`src/rtl/tcu_mem_read_responder_pkg.sv`:
```
// Shared TCU/NoC constants, error codes and responder state encoding.
// Beat size and 33-bit byte arithmetic helpers live here so both RTL files agree.
package tcu_mem_read_responder_pkg;

    localparam int NOC_DATA_SIZE   = 64;
    localparam int NOC_ADDR_SIZE   = 32;
    localparam int NOC_CHIPID_SIZE = 6;
    localparam int NOC_MODID_SIZE  = 8;
    localparam int TCU_ERROR_SIZE  = 5;

    typedef logic [TCU_ERROR_SIZE-1:0] tcu_error_t;

    localparam tcu_error_t TCU_ERROR_NONE          = 5'd0;
    localparam tcu_error_t TCU_ERROR_UNALIGNED     = 5'd1;
    localparam tcu_error_t TCU_ERROR_OUT_OF_BOUNDS = 5'd2;

    localparam logic [32:0] BEAT_BYTES = 33'd8;

    typedef enum logic [1:0] {
        ST_IDLE    = 2'd0,
        ST_READ    = 2'd1,
        ST_SEND    = 2'd2,
        ST_ERR_RSP = 2'd3
    } memrsp_state_e;

    // Bytes carried by one beat given the bytes still outstanding.
    function automatic logic [31:0] beat_size(input logic [32:0] remaining);
        return (remaining > BEAT_BYTES) ? BEAT_BYTES[31:0] : remaining[31:0];
    endfunction

endpackage

```
`src/rtl/tcu_mem_rsp_range_check.sv`:
```
// Combinational alignment and bounds check of a read request.
// Alignment is reported ahead of the bounds violation.
module tcu_mem_rsp_range_check
    import tcu_mem_read_responder_pkg::*;
#(
    parameter logic [31:0] MEM_SIZE_BYTES = 32'h0010_0000
) (
    input  logic [NOC_ADDR_SIZE-1:0] raddr,
    input  logic [31:0]              size,
    output tcu_error_t               err_code
);

    logic [32:0] end_addr;

    always_comb begin
        end_addr = {1'b0, raddr} + {1'b0, size};
        if (raddr[2:0] != 3'b000) begin
            err_code = TCU_ERROR_UNALIGNED;
        end else if (end_addr > {1'b0, MEM_SIZE_BYTES}) begin
            err_code = TCU_ERROR_OUT_OF_BOUNDS;
        end else begin
            err_code = TCU_ERROR_NONE;
        end
    end

endmodule

```
`src/rtl/tcu_mem_read_responder.sv`:
```
// TCU memory-read responder: serves a NoC read request as 8-byte response beats.
// Optional stall timeout/abandon logic is enabled by TCU_MEMRSP_STALL_TIMEOUT_EN.
module tcu_mem_read_responder
    import tcu_mem_read_responder_pkg::*;
#(
    parameter logic [31:0] MEM_SIZE_BYTES = 32'h0010_0000
`ifdef TCU_MEMRSP_STALL_TIMEOUT_EN
    , parameter logic [31:0] TIMEOUT_STALL_CYCLES = 32'd1000
`endif
) (
    input  logic                       clk_i,
    input  logic                       reset_n_i,
    // Request: accepted on a cycle with req_valid_i && req_ready_o; valid need
    // not wait for ready, and the fields are sampled only in that cycle.
    input  logic                       req_valid_i,
    output logic                       req_ready_o,
    input  logic [NOC_ADDR_SIZE-1:0]   req_raddr_i,
    input  logic [NOC_DATA_SIZE-1:0]   req_data0_i,
    input  logic [NOC_CHIPID_SIZE-1:0] req_chipid_i,
    input  logic [NOC_MODID_SIZE-1:0]  req_modid_i,
    output logic                       mem_en_o,
    output logic [NOC_ADDR_SIZE-1:0]   mem_addr_o,
    input  logic [NOC_DATA_SIZE-1:0]   mem_rdata_i,
    input  logic                       noc_stall_i,
    output logic                       noc_wrreq_o,
    output logic [NOC_DATA_SIZE-1:0]   noc_data0_o,
    output logic [NOC_ADDR_SIZE-1:0]   noc_addr_o,
    output logic [NOC_CHIPID_SIZE-1:0] noc_chipid_o,
    output logic [NOC_MODID_SIZE-1:0]  noc_modid_o,
    output logic [31:0]                noc_rsp_size_o,
    output tcu_error_t                 noc_rsp_error_o,
    output logic                       busy_o,
    output logic                       done_o,
    output logic                       drop_o,
    output memrsp_state_e              state_o
);

    memrsp_state_e              state_q, state_d;
    logic [NOC_ADDR_SIZE-1:0]   raddr_q, laddr_q;
    logic [31:0]                size_q;
    logic [NOC_CHIPID_SIZE-1:0] chipid_q;
    logic [NOC_MODID_SIZE-1:0]  modid_q;
    logic [32:0]                offset_q, offset_next;
    logic [NOC_DATA_SIZE-1:0]   data_q;
    tcu_error_t                 err_q, range_err;
    logic                       first_q;
    logic                       accept, beat_state, beat_accept, last_beat, timeout;

    tcu_mem_rsp_range_check #(
        .MEM_SIZE_BYTES(MEM_SIZE_BYTES)
    ) u_range_check (
        .raddr    (req_raddr_i),
        .size     (req_data0_i[63:32]),
        .err_code (range_err)
    );

    assign accept      = (state_q == ST_IDLE) && req_valid_i;
    assign beat_state  = (state_q == ST_SEND) || (state_q == ST_ERR_RSP);
    assign beat_accept = beat_state && !noc_stall_i;
    assign offset_next = offset_q + BEAT_BYTES;
    assign last_beat   = offset_next >= {1'b0, size_q};

`ifdef TCU_MEMRSP_STALL_TIMEOUT_EN
    logic [31:0] stall_cnt_q;

    // Fires on the stalled cycle that pushes the count past the limit.
    assign timeout = beat_state && noc_stall_i && (stall_cnt_q >= TIMEOUT_STALL_CYCLES);

    always_ff @(posedge clk_i or negedge reset_n_i) begin
        if (!reset_n_i) begin
            stall_cnt_q <= '0;
        end else if (beat_state && noc_stall_i && !timeout) begin
            stall_cnt_q <= stall_cnt_q + 32'd1;
        end else begin
            stall_cnt_q <= '0;
        end
    end
`else
    assign timeout = 1'b0;
`endif

    always_ff @(posedge clk_i or negedge reset_n_i) begin
        if (!reset_n_i) begin
            state_q <= ST_IDLE;
        end else begin
            state_q <= state_d;
        end
    end

    always_comb begin
        state_d = state_q;
        case (state_q)
            ST_IDLE: begin
                if (req_valid_i) begin
                    if (range_err != TCU_ERROR_NONE) begin
                        state_d = ST_ERR_RSP;
                    end else if (req_data0_i[63:32] == 32'd0) begin
                        state_d = ST_SEND;
                    end else begin
                        state_d = ST_READ;
                    end
                end
            end
            ST_READ: state_d = ST_SEND;
            ST_SEND: begin
                if (timeout) begin
                    state_d = ST_IDLE;
                end else if (beat_accept) begin
                    state_d = last_beat ? ST_IDLE : ST_READ;
                end
            end
            ST_ERR_RSP: begin
                if (timeout || beat_accept) begin
                    state_d = ST_IDLE;
                end
            end
            default: state_d = ST_IDLE;
        endcase
    end

    // Request context and beat data; memory data arrives the cycle after READ.
    always_ff @(posedge clk_i or negedge reset_n_i) begin
        if (!reset_n_i) begin
            raddr_q  <= '0;
            laddr_q  <= '0;
            size_q   <= '0;
            chipid_q <= '0;
            modid_q  <= '0;
            offset_q <= '0;
            data_q   <= '0;
            err_q    <= TCU_ERROR_NONE;
            first_q  <= 1'b0;
        end else begin
            first_q <= (state_q == ST_READ);
            if (accept) begin
                raddr_q  <= req_raddr_i;
                size_q   <= req_data0_i[63:32];
                laddr_q  <= req_data0_i[31:0];
                chipid_q <= req_chipid_i;
                modid_q  <= req_modid_i;
                offset_q <= '0;
                data_q   <= '0;
                err_q    <= range_err;
            end
            if ((state_q == ST_SEND) && first_q) begin
                data_q <= mem_rdata_i;
            end
            if ((state_q == ST_SEND) && beat_accept) begin
                offset_q <= offset_next;
            end
        end
    end

    always_comb begin
        req_ready_o     = (state_q == ST_IDLE);
        mem_en_o        = 1'b0;
        mem_addr_o      = '0;
        noc_wrreq_o     = beat_state;
        noc_data0_o     = '0;
        noc_addr_o      = '0;
        noc_chipid_o    = '0;
        noc_modid_o     = '0;
        noc_rsp_size_o  = '0;
        noc_rsp_error_o = TCU_ERROR_NONE;
        busy_o          = (state_q != ST_IDLE);
        done_o          = beat_accept && ((state_q == ST_ERR_RSP) || last_beat);
        drop_o          = timeout;
        state_o         = state_q;
        case (state_q)
            ST_READ: begin
                mem_en_o   = 1'b1;
                mem_addr_o = raddr_q + offset_q[31:0];
            end
            ST_SEND: begin
                // First SEND cycle forwards the memory word it is capturing.
                noc_data0_o    = first_q ? mem_rdata_i : data_q;
                noc_addr_o     = laddr_q + offset_q[31:0];
                noc_chipid_o   = chipid_q;
                noc_modid_o    = modid_q;
                noc_rsp_size_o = beat_size({1'b0, size_q} - offset_q);
            end
            ST_ERR_RSP: begin
                noc_addr_o      = laddr_q;
                noc_chipid_o    = chipid_q;
                noc_modid_o     = modid_q;
                noc_rsp_error_o = err_q;
            end
            default: ;
        endcase
    end

endmodule

```
`config.mk`:
```
export PLATFORM = sky130hd
export DESIGN_NAME = tcu_mem_read_responder
export DESIGN_NICKNAME = d
export VERILOG_FILES = /design/src/rtl/tcu_mem_read_responder_pkg.sv /design/src/rtl/tcu_mem_rsp_range_check.sv /design/src/rtl/tcu_mem_read_responder.sv
export SDC_FILE = /design/constraint.sdc
export NUM_CORES = 1
export LEC_CHECK = 0
export BUFFER_PORTS_ARGS = -buffer_cell sky130_fd_sc_hd__buf_2
export CAP_MARGIN = 20
export CORE_MARGIN = 2
export CORE_UTILIZATION = 40
export DETAILED_ROUTE_END_ITERATION = 6
export GPL_TIMING_DRIVEN = 0
export PLACE_DENSITY = 0.61
export SYNTH_ARGS = -nofsm -noshare
export SYNTH_HDL_FRONTEND = slang
export SYNTH_SLANG_ARGS = --single-unit
```
`constraint.sdc`:
```
create_clock -name clk_i -period 4.7 [get_ports clk_i]
set_input_delay 0.235 -clock clk_i [delete_from_list [all_inputs] [get_ports clk_i]]
set_output_delay 0.235 -clock clk_i [all_outputs]
set_load 0.02 [all_outputs]
```
==> results of run 1 <==
sequential cells by signal, summed over array words and instances, names as in the netlist:
signal,cells
size_q,32
offset_q,30
first_q,1
state_o,2
data_q,64
laddr_q,32
chipid_q,6
modid_q,8
err_q,2
raddr_q,32
power groups by stage:
stage	sequential [W]	combinational, W	clock, W
after global routing	0.00324	0.00793	0.00211
after floorplan	0.00292	0.00486	0
after CTS	0.00313	0.00703	0.00204
after global placement	0.00315	0.00663	0
after detailed placement	0.00315	0.00675	0
final	0.00317	0.00725	0.00201
synthesized netlist by cell type, types with 21 or more instances:
cell | count | share of area (%)
sky130_fd_sc_hd__a21o_1 | 42 | 1.8
sky130_fd_sc_hd__and3_1 | 21 | 0.76
sky130_fd_sc_hd__o21ai_0 | 130 | 3.8
sky130_fd_sc_hd__nand3_1 | 49 | 1.4
sky130_fd_sc_hd__xnor2_1 | 71 | 3.6
sky130_fd_sc_hd__nor3_1 | 27 | 0.79
sky130_fd_sc_hd__xor2_1 | 29 | 1.5
sky130_fd_sc_hd__mux2i_1 | 73 | 4.2
sky130_fd_sc_hd__o21a_1 | 24 | 1.0
sky130_fd_sc_hd__nand2_1 | 370 | 8.1
sky130_fd_sc_hd__dfrtp_1 | 209 | 30
sky130_fd_sc_hd__nor2_1 | 177 | 3.9
sky130_fd_sc_hd__a22o_1 | 77 | 3.9
sky130_fd_sc_hd__inv_1 | 92 | 2.0
sky130_fd_sc_hd__a21oi_1 | 103 | 3.0
sky130_fd_sc_hd__buf_4 | 33 | 1.4
sky130_fd_sc_hd__and2_1 | 50 | 1.8
sky130_fd_sc_hd__clkbuf_1 | 87 | 1.9
sky130_fd_sc_hd__nand4_1 | 30 | 1.1
sky130_fd_sc_hd__ha_1 | 149 | 11
layout make-up:
class	instances	area, µm²	share of cell area [%]
repair buffers	534	3633	15.97
inverters	93	349.1	1.534
multi-input cells	1726	11370	49.96
clock inverters	7	75.07	0.3299
clock buffers	39	769.5	3.382
diodes	1	2.502	0.01100
plain buffers	130	626.9	2.755
flip-flops and latches	209	5256	23.10
well taps	539	674.4	2.964
placed cells by master (no fill, tap or decap), drive strengths merged, types with 24 or more instances in the layout:
cell / synthesis / layout
buf: 44 / 423
nand2: 371 / 371
dfrtp: 209 / 209
nor2: 177 / 177
dlygate4sd3: 0 / 155
ha: 149 / 149
o21ai: 133 / 133
clkbuf: 88 / 125
a21oi: 103 / 103
inv: 92 / 93
a22o: 77 / 77
mux2i: 73 / 73
xnor2: 71 / 71
and2: 50 / 50
nand3: 49 / 49
a21o: 42 / 42
conb: 2 / 34
nand4: 30 / 30
xor2: 29 / 29
nor3: 28 / 28
o21a: 24 / 24
repair_timing:
item,in CTS,in global routing
resized for setup,52,35
buffers inserted,23,22
cloned,0,0
endpoints found under the hold margin,275,0
setup endpoints to repair,6,5
hold buffers,155,0
pin swaps,12,22
kinds of logic after synthesis:
| kind of cell | after synthesis | share of synthesized area [%] |
|---|---|---|
| flip-flops | 209 | 30.40 |
| other | 2 | 0.04365 |
| AO/OA/AOI/OAI | 524 | 20.69 |
| buffers and inverters | 225 | 5.709 |
| multiplexers | 75 | 4.378 |
| XOR/XNOR | 100 | 5.091 |
| adder cells (fa/ha/maj) | 150 | 10.95 |
| AND/OR/NAND/NOR | 843 | 22.74 |
worst min-delay path by stage:
stage	start	endpoint	slack (ps)	cells after the start
floorplan	reset_n_i	chipid_q[0]$_DFFE_PN0P_	-60	0
global placement	req_modid_i[4]	modid_q[4]$_DFFE_PN0P_	430	3
detailed placement	reset_n_i	laddr_q[16]$_DFFE_PN0P_	140	1
CTS	req_data0_i[56]	size_q[24]$_DFFE_PN0P_	2	3
global route	req_data0_i[56]	size_q[24]$_DFFE_PN0P_	20	3
finish	req_data0_i[56]	size_q[24]$_DFFE_PN0P_	20	3
metal layers:
metal | GRT usage (%) | up-vias | wire length [µm]
met5 | 0 | - | 0
met4 | 13.67 | 0 | 3632
met3 | 4.005 | 160 | 4274
met2 | 47.70 | 706 | 30620
met1 | 38.29 | 8689 | 28620
li1 | - | 8683 | -
worst max-delay path, cell delays in order, from the launching register on:
cell and delay, ps:
sky130_fd_sc_hd__dfrtp_2 500, sky130_fd_sc_hd__buf_6 160, sky130_fd_sc_hd__nand3_1 100, sky130_fd_sc_hd__or3_4 380, sky130_fd_sc_hd__nor4_4 340, sky130_fd_sc_hd__and3_4 290
sky130_fd_sc_hd__nand3_1 100, sky130_fd_sc_hd__xnor2_1 180, sky130_fd_sc_hd__ha_1 320, sky130_fd_sc_hd__nand4_1 140, sky130_fd_sc_hd__nor2_2 220, sky130_fd_sc_hd__nand4_1 190
sky130_fd_sc_hd__nor4_4 270, sky130_fd_sc_hd__nor4_2 100, sky130_fd_sc_hd__nand2_1 120, sky130_fd_sc_hd__nor2_1 60, sky130_fd_sc_hd__nor2_2 190, sky130_fd_sc_hd__buf_6 150
through the flow:
stage	instances	cell area, µm²	TNS, ps	util (%)
3_5_place_dp	3033	19730	-1051	46.71
4_1_cts	3255	22440	0	53.13
2_1_floorplan	2160	17330	0	-
5_1_grt	3277	22750	-4.448	53.88
6_report	3278	22750	0	53.88
3_3_place_gp	3031	19660	-66970	46.56
==> flow_summary.ini, run 1 <==
[yosys]
ys.flop_type = sky130_fd_sc_hd__dfrtp_1
synth_cell_type_count = 83
syn-cell-area_mm2 = 0.01721
yosys_warnings = 0
synth_cells = 2128
syn_area_per_cell_um2 = 8.085
synth-seq-cells = 209
synth_edf_count = 0
ys_seq_area_share_pct = 30.40
synth-async-reset-ratio_pct = 100.0

[timing]
layout_worst_path_cycle_share_pct = 97.83
finalWorstSetupSlack_ps = 102.1
timing.fmax_ghz = 0.2175
finalHoldViolations = 0
hold_ws_ps = 22.27
slew_viol_final = 0
final_period_minus_worst_setup_slack_ps = 4598
worst_clock_skew_ps = 8.711
report.final.setup_viol = 0
slew_headroom_pct = 31.06
worst-slew-pin-transition_ps = 1034

[place]
final_replace_weighted_congestion = 0.9372
placement.setup.worst_slack_ps = -511.7
hpwlAfterDp_um = 52350
port_buf_inserts = 332

[power_and_ir_drop]
static-leakage-power_nw = 11.14
p_comb_share_pct = 58.4
cellPowerDensity_mw_per_mm2 = 545.9
p_int_w = 0.006596
totalPowerFinal_w = 0.01242
ir_drop_worst_case_vdd_mv = 0.3172
power.net_switching_w = 0.005824
switching_share_pct = 46.89
seq_power_share_pct = 25.5
power.clock.fraction_pct = 16.2

[floorplan]
core.rowCount = 75
initial_standard_cell_utilization_of_the_core_pct = 40.74
die_height_um = 211.4
die_area_mm2 = 0.04469
core_area_mm2 = 0.04223
die_x_um = 211.4
io_pins = 365

[setup_path]
rr_endpoint = state_o[0]$_DFFE_PN0P_
ff2ff_setup_slack_ps = 700
cp_endpoint_kind = primary output
critPathMaxFanout = 5
crit_start = offset_q[3]$_DFFE_PN0P_
worstSetupPathType = flop to primary output
crit_path_end = done_o
critical_path_required_ps = 4470
critical_path_at_ps = 4360
cp-start-kind = flop
worst-r2r-cell-count = 17
reg2reg_from = offset_q[3]$_DFFE_PN0P_

[drt]
residual_drc_count = 0
dr.first_iter.drc_count = 1381
route.vias.total = 18240
detail_route.vias_per_cell = 5.564
drt.antenna.violating_nets = 0
final_wirelength_um = 67150
routed_wire_length_per_instance_um = 20.48
first_pass_iters = 6

[hold_path]
worst_hold_path_type = input pin to flop

[global_routing]
track_usage_pct = 29.20
grt_start_max_net_pins = 96
grt_pass1_vias = 17710
globalRouteOverflowTotal = 0
antenna_found_initial = 0
first_pass_grt_wire_length_um = 101400

[cts]
worst_skew_pair.late_latency_ps = 550
clk_transition_reported_paths_ps = 60
cts_root_buf = sky130_fd_sc_hd__clkbuf_16
clock_tree.buffer_depth = 3
cts_max_level = 1
cts.sinks = 209
cts_tree = done
cts_buffers = 26

[cells_and_area]
fillerInstances = 3967
final_layout_size_suffix_gt1_share_pct = 20.31
layout-area-overhead-vs-synth_pct = 32.25
num-nets-final = 3048

[job]
maxCapViolCount = 0

[outcome]
outcome = completed
Note: power is estimated with default switching activity, not from simulation.
==> inputs of run 2 (changes only) <==
Settings changed: SYNTH_HIERARCHICAL set to 1.
Clock period 4.7 ns to 5.5 ns, I/O delays scaled along.
==> run 2 against run 1 <==
Compared with the run above:
- wire length decreased by 9.2%
- clock skew decreased by 0.58 ps
- design area decreased by 3.4%
- critical path depth increased by 1
- clock-buffer cell count increased by 3
- largest cell class unchanged
- clock power decreased by 8%
- die area decreased by 1.3%
- sequential cell count increased by 3
==> flow_summary.ini, run 2 <==
[yosys]
ys.flop_type = sky130_fd_sc_hd__dfrtp_1
syn-cell-area_mm2 = 0.01698
synthTopCellsByCount = sky130_fd_sc_hd__nand2_1, sky130_fd_sc_hd__dfrtp_1, sky130_fd_sc_hd__nor2_1
synth_area_leader_cell = sky130_fd_sc_hd__dfrtp_1
synth_top_area_share_pct = 31.25
ys_seq_area_share_pct = 31.25
synth_cells = 2082
yosys_warnings = 6
synth_cell_type_count = 82
syn_area_per_cell_um2 = 8.154
synth_edf_count = 0
synth-async-reset-ratio_pct = 100.0
post-synth-top-count-cell = sky130_fd_sc_hd__nand2_1
ys_top_cells_by_area = sky130_fd_sc_hd__dfrtp_1, sky130_fd_sc_hd__ha_1, sky130_fd_sc_hd__nand2_1, sky130_fd_sc_hd__mux2i_1, sky130_fd_sc_hd__a22o_1
synth-seq-cells = 212

[power_and_ir_drop]
p_int_w = 0.005525
cellPowerDensity_mw_per_mm2 = 468.8
static-leakage-power_nw = 10.89
seq_power_share_pct = 25.8
totalPowerFinal_w = 0.01031
p_comb_share_pct = 56.2
switching_share_pct = 46.40
power.net_switching_w = 0.004783
power.clock.fraction_pct = 18.0
ir_drop_worst_case_vdd_mv = 0.2680

[timing]
layout_worst_path_cycle_share_pct = 96.99
slew_viol_final = 0
report.final.setup_viol = 0
worst-slew-pin-transition_ps = 1036
slew_headroom_pct = 30.90
hold_ws_ps = 14.48
fin_tns_setup_ps = 0
finalWorstSetupSlack_ps = 165.8
timing.fmax_ghz = 0.1875
finalHoldViolations = 0
setup_repair_after_global_routing_missed_its_margin = false
worst_clock_skew_ps = 8.136
final_period_minus_worst_setup_slack_ps = 5334

[drt]
route.vias.total = 17310
final_wirelength_um = 60940
dr.first_iter.drc_count = 1209
residual_drc_count = 0
detail_route.vias_per_cell = 5.420
first_pass_iters = 5
drt.antenna.violating_nets = 0
routed_wire_length_per_instance_um = 19.08

[cells_and_area]
num-nets-final = 2962
largest_register_ffs = 64
fillerInstances = 3967
final_layout_size_suffix_gt1_share_pct = 17.03
largest-register = data_q
layout.cells.most_common_list = sky130_fd_sc_hd__nand2_1, sky130_fd_sc_hd__buf_2, sky130_fd_sc_hd__dfrtp_1
final_common_cell = sky130_fd_sc_hd__nand2_1
layout-area-overhead-vs-synth_pct = 29.53

[cts]
clk_transition_reported_paths_ps = 60
cts_root_buf = sky130_fd_sc_hd__clkbuf_16
cts_setup_buffers = 0
cts.sinks = 212
cts_buffers = 27
clock_tree.buffer_depth = 3
cts_max_level = 1
cts_tree = done
worst_skew_pair.late_latency_ps = 560

[floorplan]
die_x_um = 210.0
core_area_mm2 = 0.04195
initial_standard_cell_utilization_of_the_core_pct = 40.47
die_height_um = 210.0
die_area_mm2 = 0.04410
core.rowCount = 75
io_pins = 365

[setup_path]
cp_endpoint_kind = primary output
worstSetupPathType = flop to primary output
cp-start-kind = flop
path_cells = and3_4 -> nand3_4 -> nor3_4 -> inv_2 -> or4_4 -> buf_6 -> or4_4 -> buf_6 -> nor2_1 -> nand3_1 -> xnor2_1 -> ha_1 -> nand3_1 -> nor4_1 -> a31oi_1 -> o211a_1 -> nor2_1 -> buf_2
critical_path_at_ps = 5060
cpMaxStageDelayCell = sky130_fd_sc_hd__dfrtp_2
critPathMaxFanout = 8
timing.critical_path.slowest_cell_delay_ps = 550
critical_path_required_ps = 5220

[place]
final_replace_weighted_congestion = 0.9454
port_buf_inserts = 335
hpwlAfterDp_um = 47150
placement.setup.worst_slack_ps = 388.4

[global_routing]
antenna_found_initial = 2
first_pass_grt_wire_length_um = 93230
track_usage_pct = 26.88
globalRouteOverflowTotal = 0
grt.met1_usage_pct = 36.14
grt_util_met3_pct = 3.159
globalRoute.busiestLayer = met2
grt_pass1_vias = 16840
grt.met2_usage_pct = 43.69
grt_start_max_net_pins = 113

[job]
maxCapViolCount = 0

[outcome]
outcome = completed

[hold_path]
worst_hold_path_type = input pin to flop
-- run 2: cell types whose count changed after synthesis, moves of 8 or more --
| cell | delta |
|---|---|
| sky130_fd_sc_hd__or3_1 | -9 |
| sky130_fd_sc_hd__a22o_1 | +8 |
| sky130_fd_sc_hd__o21a_1 | -8 |
| sky130_fd_sc_hd__nand2_1 | +19 |
| sky130_fd_sc_hd__xor2_1 | +10 |
| sky130_fd_sc_hd__nand3_1 | -23 |
| sky130_fd_sc_hd__nor2_1 | -10 |
| sky130_fd_sc_hd__a21oi_1 | +9 |
-- run 2: per-layer routing --
| metal | share of wire [%] | wire [µm] |
|---|---|---|
| met2 | 45 | 27470 |
| met3 | 5.9 | 3609 |
| met4 | 4.5 | 2764 |
| met1 | 44 | 27100 |
| met5 | 0 | 0 |
-- run 2: final cells by class --
class	instances	area, µm²	area share [%]
Buffer	133	663.1	3.016
Clock inverter	7	125.1	0.5690
Antenna cell	1	2.502	0.01138
Tap cell	539	674.4	3.067
Timing Repair Buffer	492	3271	14.87
Multi-Input combinational cell	1682	10830	49.26
Sequential cell	212	5306	24.13
Clock buffer	42	792.0	3.602
Inverter	86	322.8	1.468
-- run 2: worst paths after layout --
kind,startpoint,to,slack [ps],cells past startpoint
hold / removal,req_data0_i[36],size_q[4]$_DFFE_PN0P_,10,3
hold reg to reg,err_q[4]$_DFFE_PN0P_,err_q[4]$_DFFE_PN0P_,470,2
max in group asynchronous,reset_n_i,err_q[3]$_DFFE_PN0P_,4130,3
min in group asynchronous,reset_n_i,laddr_q[7]$_DFFE_PN0P_,330,2
setup / recovery,offset_q[3]$_DFFE_PN0P_,done_o,170,18
setup reg to reg,offset_q[3]$_DFFE_PN0P_,state_o[0]$_DFFE_PN0P_,880,17
-- run 2: repair_timing --
item,4_1_cts,5_1_grt
hold buffers,155,0
gates resized for setup,3,4
hold endpoints to repair,254,0
setup endpoints to repair,5,5
-- run 2: cell families after synthesis --
logic type	count (synthesis)	share of synthesized area (%)
AOI/OAI and AO/OA	508	20.09
muxes	75	4.422
buffers and inverters	219	5.808
and+or+nand+nor	812	21.95
other	3	0.06633
xor gates and xnor gates	103	5.314
adders and majority gates	150	11.10
DFF	212	31.25
-- run 2: power groups by stage --
stage | sequential, W | combinational, W | clock [W]
floorplan | 0.00251 | 0.00399 | 0
global placement | 0.00265 | 0.00554 | 0
detailed placement | 0.00267 | 0.00561 | 0
CTS | 0.00264 | 0.00574 | 0.00188
global route | 0.00273 | 0.00637 | 0.00195
finish | 0.00266 | 0.00579 | 0.00185
-- run 2: critical path, delay by kind of cell (launching register included) --
| family | cells | cell delay (ps) |
|---|---|---|
| simple gates | 10 | 2570 |
| buf+inv | 4 | 590 |
| flops | 1 | 550 |
| fa+ha+maj | 1 | 320 |
| compound gates | 2 | 310 |
| xor+xnor | 1 | 170 |
-- run 2: metrics by stage --
stage	instances	instance area, µm²	utilization, %
CTS	3193	21970	52.37
global route	3193	21990	52.41
detailed placement	2989	19490	46.45
global placement	2987	19440	46.35
floorplan	2113	17090	-
finish	3194	21990	52.42
